--- config.mk ---
export PLATFORM = sky130hd
export DESIGN_NAME = seq_detect_sched
export DESIGN_NICKNAME = d
export VERILOG_FILES = /design/src/rtl/seq_detect_pkg.sv /design/src/rtl/seq_detect_sched_rr_arbiter.sv /design/src/rtl/seq_detect_sched.sv
export SDC_FILE = /design/constraint.sdc
export NUM_CORES = 1
export LEC_CHECK = 0
export CAP_MARGIN = 20
export CORE_MARGIN = 5
export CORE_UTILIZATION = 60
export DETAILED_ROUTE_END_ITERATION = 8
export PLACE_DENSITY = 0.85
export SYNTH_ARGS = -nofsm -noshare
export SYNTH_HDL_FRONTEND = slang
export SYNTH_SLANG_ARGS = --single-unit
export TNS_END_PERCENT = 5
--- constraint.sdc ---
create_clock -name clk -period 6.3 [get_ports clk]
set_clock_uncertainty 0.15 [all_clocks]
set_input_delay 1.26 -clock clk [delete_from_list [all_inputs] [get_ports clk]]
set_output_delay 1.26 -clock clk [all_outputs]
set_load 0.005 [all_outputs]
--- src/rtl/seq_detect_pkg.sv ---
// Shared state encoding and next-state/detect function for the sequence detector.
package seq_detect_pkg;

  typedef enum logic [3:0] {
    ST_A = 4'd0,
    ST_B = 4'd1,
    ST_C = 4'd2,
    ST_D = 4'd3,
    ST_E = 4'd4,
    ST_F = 4'd5,
    ST_G = 4'd6,
    ST_H = 4'd7,
    ST_I = 4'd8
  } state_t;

  typedef struct packed {
    state_t nxt;
    logic   z;
  } det_t;

  // Raw 4-bit input so that the illegal codes 9..15 can be recovered to A.
  function automatic det_t det_next(input logic [3:0] cur, input logic w);
    det_t r;
    r.nxt = ST_A;
    if (cur <= 4'd8) begin
      if (!w) begin
        case (cur)
          4'd1:       r.nxt = ST_C;
          4'd2:       r.nxt = ST_D;
          4'd3, 4'd4: r.nxt = ST_E;
          default:    r.nxt = ST_B;
        endcase
      end else begin
        case (cur)
          4'd5:       r.nxt = ST_G;
          4'd6:       r.nxt = ST_H;
          4'd7, 4'd8: r.nxt = ST_I;
          default:    r.nxt = ST_F;
        endcase
      end
    end
    r.z = (r.nxt == ST_E) || (r.nxt == ST_I);
    return r;
  endfunction

endpackage

--- src/rtl/seq_detect_sched_rr_arbiter.sv ---
// Round-robin arbiter: first eligible channel at or above ptr_i, wrapping mod N_CH.
module rr_arbiter #(
  parameter int unsigned N_CH = 4,
  parameter int unsigned CHW  = $clog2(N_CH)
) (
  input  logic [N_CH-1:0] elig_i,
  input  logic [CHW-1:0]  ptr_i,
  output logic [N_CH-1:0] gnt_o,
  output logic [CHW-1:0]  idx_o,
  output logic            vld_o
);

  logic [CHW:0]   sum;
  logic [CHW-1:0] cand;

  always_comb begin
    gnt_o = '0;
    idx_o = '0;
    vld_o = 1'b0;
    sum   = '0;
    cand  = '0;
    for (int unsigned k = 0; k < N_CH; k++) begin
      sum = {1'b0, ptr_i} + (CHW+1)'(k);
      if (sum >= (CHW+1)'(N_CH)) sum = sum - (CHW+1)'(N_CH);
      cand = sum[CHW-1:0];
      if (!vld_o && elig_i[cand]) begin
        vld_o       = 1'b1;
        gnt_o[cand] = 1'b1;
        idx_o       = cand;
      end
    end
  end

endmodule

--- src/rtl/seq_detect_sched.sv ---
// Time-multiplexed sequence detector over N_CH serial streams with round-robin grant.
// Optional per-channel saturating hit counters under SEQ_DETECT_HIT_COUNT_EN.
module seq_detect_sched
  import seq_detect_pkg::*;
#(
  parameter int unsigned N_CH = 4,
  parameter int unsigned CHW  = $clog2(N_CH)
) (
  input  logic            clk,
  input  logic            resetn,
  input  logic [N_CH-1:0] ch_req,
  input  logic [N_CH-1:0] ch_w,
  input  logic [N_CH-1:0] ch_clr,
  output logic [N_CH-1:0] ch_gnt,
  output logic            z_valid,
  output logic [CHW-1:0]  z_ch,
  output logic            z,
  output logic [3:0]      z_state
`ifdef SEQ_DETECT_HIT_COUNT_EN
  ,
  input  logic [CHW-1:0]  hit_sel,
  output logic [7:0]      hit_cnt
`endif
);

  state_t         st_q [N_CH];
  logic [CHW-1:0] ptr_q, ptr_d;
  logic           z_valid_q, z_q;
  logic [CHW-1:0] z_ch_q;
  state_t         z_state_q;

  logic [N_CH-1:0] elig;
  logic [CHW-1:0]  g_idx;
  logic            xfer;
  det_t            res;

  // Gating with resetn keeps the grant quiet while reset is held.
  assign elig = ch_req & ~ch_clr & {N_CH{resetn}};

  rr_arbiter #(.N_CH(N_CH), .CHW(CHW)) u_arb (
    .elig_i (elig),
    .ptr_i  (ptr_q),
    .gnt_o  (ch_gnt),
    .idx_o  (g_idx),
    .vld_o  (xfer)
  );

  assign res = det_next(st_q[g_idx], ch_w[g_idx]);

  always_comb begin
    ptr_d = ptr_q;
    if (xfer) ptr_d = (g_idx == CHW'(N_CH-1)) ? '0 : g_idx + 1'b1;
  end

  always_ff @(posedge clk or negedge resetn) begin
    if (!resetn) begin
      for (int unsigned i = 0; i < N_CH; i++) st_q[i] <= ST_A;
      ptr_q     <= '0;
      z_valid_q <= 1'b0;
      z_ch_q    <= '0;
      z_q       <= 1'b0;
      z_state_q <= ST_A;
    end else begin
      for (int unsigned i = 0; i < N_CH; i++) begin
        if (ch_clr[i])                        st_q[i] <= ST_A;
        else if (xfer && g_idx == CHW'(i))    st_q[i] <= res.nxt;
      end
      ptr_q     <= ptr_d;
      z_valid_q <= xfer;
      if (xfer) begin
        z_ch_q    <= g_idx;
        z_q       <= res.z;
        z_state_q <= res.nxt;
      end
    end
  end

  assign z_valid = z_valid_q;
  assign z_ch    = z_ch_q;
  assign z       = z_q;
  assign z_state = z_state_q;

`ifdef SEQ_DETECT_HIT_COUNT_EN
  logic [7:0] cnt_q [N_CH];

  always_ff @(posedge clk or negedge resetn) begin
    if (!resetn) begin
      for (int unsigned i = 0; i < N_CH; i++) cnt_q[i] <= '0;
    end else begin
      for (int unsigned i = 0; i < N_CH; i++) begin
        if (ch_clr[i])
          cnt_q[i] <= '0;
        else if (xfer && g_idx == CHW'(i) && res.z && cnt_q[i] != '1)
          cnt_q[i] <= cnt_q[i] + 8'd1;
      end
    end
  end

  assign hit_cnt = (32'(hit_sel) < N_CH) ? cnt_q[hit_sel] : '0;
`endif

endmodule

==> run metrics, run 1 <==
cell type contributing the most total cell area after synthesis sky130_fd_sc_hd__dfrtp_1; CTS tree done; depth of the most critical reg-to-reg path 11; sequential share of the synthesized area slightly below 30%; Highest Clock Rate 189 MHz; worst-case clock buffer depth 2; Reg2Reg Launch Point ptr_q[1]; post-DR wirelength/cell between 15 and 20 um; fraction of registers with async set or reset after synthesis 100%; estimated wirelength of the detail-placed design ~4200 um; # diodes 0; count of yosys warnings during synthesis 0; Routability Congestion 0.926; class of the tightest hold or removal check reg -> reg; average vias per placed instance 6.57; total power of the final layout 886 uW; proportion of netlist area held by the largest area contributor 29.7%; multi-input gate area in the final layout approximately 1400 um2; critical-path cell list clkdlybuf4s50_1 -> nand2b_1 -> o22ai_1 -> or3b_2 -> a21oi_1 -> a222oi_1 -> nand2_1 -> clkdlybuf4s50_1; Critical path destination ch_gnt[3]; slowest stage cell on the critical path sky130_fd_sc_hd__clkdlybuf4s50_1; count of unique library cells instantiated by Yosys 46; Tightest Pin Transition around 640 ps; FF/Latch Area 651 um2; Setup crit end kind primary output; final cycle utilization of the critical path ~84%; global-route usage over all layers between 20% and 30%; floorplan die height 70.4 um; Worst Hold Slack 338 ps; Post-Syn Instances 267; critical path start-end classification in -> out; endpoint of the most critical register-to-register path st_q[1]; die area 4950 um2; via count of the first global-routing pass 1,886; Nets 302; final routed wirelength across all metal layers 5590 um; fraction of layout instances using a drive strength above 1 6.45%; post-synthesis net count 289; Slew Viols, Final 0; Starting Density 60.7%; cell area after synthesis 2190 um2; insertion delay to the later sink of the worst-skew pair ~280 ps; global-route wire length before repair between 9000 and 10,000 um; starting DRC count in detailed routing 206; detailed-route via count 2,149; Stages on worst setup path 8; leading cell types by total area after synthesis sky130_fd_sc_hd__dfrtp_1 (30%), sky130_fd_sc_hd__nand2_1 (5.7%), sky130_fd_sc_hd__ha_1 (4.6%), sky130_fd_sc_hd__o21ai_0 (3.7%), sky130_fd_sc_hd__nand2b_1 (3.4%); number of antenna violations at the first check in global routing 0; die width 70.4 um; post-CTS setup buffer count 0; Util after Layout 69.6%; cts bufs inserted 3; largest net degree at the start of global routing 29; clock period minus worst slack about 5300 ps; clock sinks 26; Core Region 3610 um2; # IOs 26; EDFF count, synth 0; top_reg_cell synth sky130_fd_sc_hd__dfrtp_1; most instantiated cells after synthesis sky130_fd_sc_hd__nand2_1 (33), sky130_fd_sc_hd__dfrtp_1 (26), sky130_fd_sc_hd__o21ai_0 (16); number of core rows 22; area growth from synthesis to layout 14.7%; fill cell total of the finished layout 289; crit path launch type input pin; final total negative setup slack 0 ps; total congestion overflow 0; detailed-route DRC error count 0; final setup fails 0; post-route setup slack 1010 ps; most frequently used cell type in the post-synthesis netlist sky130_fd_sc_hd__nand2_1; Clock Tree Root sky130_fd_sc_hd__clkbuf_8; power per cell area 353 nW/um2; number of max-cap violations 0; setup repair after global routing missed its margin false; slack of the worst reg-to-reg path 2900 ps; depth of the CTS H-tree 1; Pre-antenna DRT Iters 4; outcome finished clean; final hold violation count 0; number of buffers and inverters on the critical path 2; clock edge transition at the registers on the reported setup and hold paths 100 ps; number of hold buffers added after cts 0; Yosys reg bits 26; crit path DAT 3880 ps; PortBufs 25; DP Worst Slack 1070 ps; Critical Path Max Stage Delay 540 ps; peak supply drop 0.267 mV; worst setup path startpoint ch_clr[2]; leakage power 0.000989 uW; cts repair resizes 0; family with the most delay on the worst path buffers and inverters; per-instance average area after synthesis 8.19 um2; Antenna Violating Nets Remaining 0; largest fanout of any net on the critical path 8; tightest slew margin relative to the limit 57.0%; Worst Path Required a little under 5000 ps; cell seen most often among critical-path stages sky130_fd_sc_hd__clkdlybuf4s50_1
==> cells by family after synthesis <==
group,Yosys count,synth area share (%)
AND/OR/NAND/NOR,101,23.9
multiplexers,11,6.01
flip-flops,26,29.7
XOR/XNOR,7,2.80
AO/OA/AOI/OAI,83,27.3
adder cells (fa/ha/maj),8,4.58
buffers and inverters,31,5.66
==> area by class of cell <==
type / count / area share [%]
Clock buffer: 3 / 1.65
Clock inverter: 1 / 1.20
Inverter: 11 / 1.65
Multi-Input combinational cell: 210 / 56.3
Sequential cell: 26 / 25.9
Tap cell: 48 / 2.39
Timing Repair Buffer: 28 / 10.9
==> where the power goes <==
group	switching (uW)	internal (uW)	leakage, uW	total, uW
Clock	59.2	85.3	0.0000357	144
Sequential	55.1	209	0.000346	264
Combinational	260	217	0.000607	477
Total	374	512	0.000989	886
==> worst min-delay path by stage <==
| stage | start | endpoint | slack (ps) | cells past startpoint |
|---|---|---|---|---|
| 2_1_floorplan | z_ch[0] | z_ch[0] | 320 | 2 |
| 3_3_place_gp | z_ch[1] | z_ch[1] | 310 | 2 |
| 6_report | z_ch[0] | z_ch[0] | 340 | 2 |
| 3_5_place_dp | z_ch[0] | z_ch[0] | 320 | 2 |
| 5_1_grt | z_ch[0] | z_ch[0] | 380 | 2 |
| 4_1_cts | z_ch[0] | z_ch[0] | 340 | 2 |
==> state kept, by name (all words and copies together), names as in the netlist <==
signal   cells
z_state      4
z            1
st_q        16
z_ch         2
ptr_q        2
z_valid      1
==> layout by cell type (no fill, tap or decap), types with 5 or more instances in the layout <==
cell type	count
sky130_fd_sc_hd__nand2_1	33
sky130_fd_sc_hd__a31oi_1	9
sky130_fd_sc_hd__ha_1	8
sky130_fd_sc_hd__inv_1	10
sky130_fd_sc_hd__clkdlybuf4s50_1	25
sky130_fd_sc_hd__nand2b_1	12
sky130_fd_sc_hd__nor4_1	7
sky130_fd_sc_hd__o21ai_0	16
sky130_fd_sc_hd__a21oi_1	12
sky130_fd_sc_hd__o31ai_1	5
sky130_fd_sc_hd__dfrtp_1	26
sky130_fd_sc_hd__and2_1	5
sky130_fd_sc_hd__nor3_1	10
sky130_fd_sc_hd__nand3b_1	10
sky130_fd_sc_hd__nor2_1	13
sky130_fd_sc_hd__mux2i_1	6
==> through the flow <==
step	cell area (um2)	instances
floorplan	2190	267
global placement	2440	323
detailed placement	2440	323
CTS	2510	327
global route	2510	327
finish	2510	327
==> tightest hold or removal path, stage by stage (launching register included) <==
cell and delay, ps:
sky130_fd_sc_hd__dfrtp_1 350, sky130_fd_sc_hd__nand2_1 50, sky130_fd_sc_hd__nand2_1 60
==> layer usage <==
layer / track usage [%] / wire, um / up-vias / part of all wire (%)
met5: 0 / 0 / - / 0
met4: 7.87 / 136 / 0 / 2.4
met1: 30.1 / 2380 / 1005 / 43
met2: 34.7 / 2660 / 104 / 48
met3: 4.75 / 406 / 15 / 7.3
li1: - / - / 1025 / -
(Power assumes the default switching activity.)
==> inputs of run 2 (changes only) <==
- CORE_UTILIZATION: 60 -> 51
- PLACE_DENSITY: 0.85 -> 0.77
- clock period: 6.3 -> 4.4 ns (I/O delays scaled with it)
==> run 2 against run 1 <==
Final cell count increased by 3.1%. Critical path depth increased by 1. Via count increased by 3.0%.
==> run metrics, run 2 (same netlist as run 1, synthesis figures left out) <==
Reg power frac 29.1%; Pre-antenna DRT Iters 6; Reg2Reg Launch Point ptr_q[0]; fraction of layout instances using a drive strength above 1 9.41%; global-route usage over all layers 21.8%; depth of the CTS H-tree 1; clock edge transition at the registers on the reported setup and hold paths 100 ps; Worst Path Required 3370 ps; Hold EP z_ch[1]; global-route wire length before repair a little under 10,000 um; final total negative setup slack 0 ps; die width approximately 75 um; average vias per placed instance ~6.6; number of antenna violations at the first check in global routing 0; switching power total 547 uW; die area about 5700 um2; most frequent standard cell in the layout excluding fill and tap cells sky130_fd_sc_hd__nand2_1; critical path start-end classification in -> out; area growth from synthesis to layout 17.7%; power share of the clock group about 16%; post-DR wirelength/cell 17.4 um; total congestion overflow 0; largest fanout of any net on the critical path 4; post-route setup slack 205 ps; Slew Viols, Final 0; final cycle utilization of the critical path 95.3%; peak supply drop between 0.3 and 0.4 mV; Tightest Pin Transition 728 ps; multi-input gate area in the final layout ~1400 um2; outcome finished clean; endpoint of the most critical register-to-register path st_q[1]; number of core rows 23; Nets a little over 300; PortBufs 25; via count of the first global-routing pass 1,926; cts bufs inserted 3; tightest slew margin relative to the limit around half; switching power share of the total 42.4%; most frequent cells in the layout sky130_fd_sc_hd__nand2_1 (33), sky130_fd_sc_hd__dfrtp_1 (26), sky130_fd_sc_hd__clkdlybuf4s50_1 (25); Util after Layout 63.0%; floorplan die height 75.5 um; estimated wirelength of the detail-placed design 4180 um; setup repair after global routing missed its margin false; final hold violation count 0; Logic pwr share 54.9%; crit path launch type input pin; Highest Clock Rate ~240 MHz; Setup crit end kind primary output; detailed-route via count approximately 2,200; Antenna Violating Nets Remaining 0; startpoint of the worst hold path z_ch[1]; detailed-route DRC error count 0; CTS tree done; power per cell area around 500 nW/um2; Clock Tree Root sky130_fd_sc_hd__clkbuf_8; starting DRC count in detailed routing 294; largest net degree at the start of global routing 29; insertion delay to the later sink of the worst-skew pair 280 ps; leakage power approximately 0.0010 uW; Worst Hold Depth 2; clock period minus worst slack 4190 ps; worst-case clock buffer depth 2; number of max-cap violations 0; Starting Density 53.5%; class of the tightest hold or removal check reg -> reg; clock sinks 26; internal power consumption 745 uW; slack of the worst reg-to-reg path 1190 ps; # IOs 26; FF/Latch Area 651 um2; post-CTS setup buffer count 0; Core Region 4090 um2; crit path DAT 3160 ps; final setup fails 0; number of flip-flops in the largest register 16; number of hold buffers added after cts 0; register bank with the most flops st_q; DP Worst Slack around 150 ps; depth of the most critical reg-to-reg path 9; final routed wirelength across all metal layers 5850 um; fill cell total of the finished layout approximately 370; # diodes 0; Routability Congestion 0.919
-- run 2: layer usage --
metal	wire length [um]	vias to the layer above	global-route usage (%)
met2	2590	103	33.7
met4	145	0	6.21
met1	2660	1042	32.0
met5	0	-	0
li1	-	1043	-
met3	446	26	2.64
-- run 2: worst max path at each step --
stage	startpoint	end	slack (ps)	depth (start not counted)
floorplan	ch_clr[3]	ch_gnt[3]	1210	6
global placement	resetn	ch_gnt[3]	180	8
detailed placement	resetn	ch_gnt[3]	150	8
CTS	resetn	ch_gnt[3]	130	8
global route	resetn	ch_gnt[2]	40	9
finish	ch_clr[2]	ch_gnt[0]	210	9
-- run 2: cell type report --
type                       instances  share of cell area, %
multi-input combinational        210                   55.0
sequential                        26                   25.3
timing repair buffer              36                   12.9
tap                               50                   2.43
clock buffer                       3                   1.60
inverter                          11                   1.60
clock inverter                     1                   1.17
-- run 2: critical path: stages --
cell and delay [ps]:
sky130_fd_sc_hd__clkdlybuf4s50_1 490, sky130_fd_sc_hd__nand2b_1 190, sky130_fd_sc_hd__o22ai_1 120, sky130_fd_sc_hd__buf_4 150, sky130_fd_sc_hd__mux2i_1 230, sky130_fd_sc_hd__a21boi_0 430
sky130_fd_sc_hd__nand2_1 100, sky130_fd_sc_hd__nand2_1 80, sky130_fd_sc_hd__clkdlybuf4s50_1 490
-- run 2: what timing repair did --
action                                  in CTS  in global routing
endpoints found under the setup margin       0                  3
hold endpoints to repair                     0                  0
gates resized for setup                      0                  1
-- run 2: through the flow --
stage	instances	power (uW)	hold WS, ps	cell area, um2
2_1_floorplan	267	828	320	2190
5_1_grt	337	1370	368	2570
6_report	337	1290	336	2570
3_3_place_gp	333	1060	318	2500
4_1_cts	337	1280	343	2570
3_5_place_dp	333	1070	314	2500
-- run 2: power by group through the flow --
| stage | clock network (uW) | logic [uW] | registers [uW] |
|---|---|---|---|
| final | 207 | 709 | 376 |
| after global routing | 215 | 771 | 388 |
| after CTS | 208 | 701 | 374 |
| after detailed placement | 0 | 693 | 379 |
| after global placement | 0 | 682 | 377 |
| after floorplan | 0 | 489 | 339 |
==> inputs of run 3 (changes only) <==
- CAP_MARGIN: 20 -> unset
==> results of run 3 <==
Same layout as run 2: the final DEF is identical, and so are final timing and power.
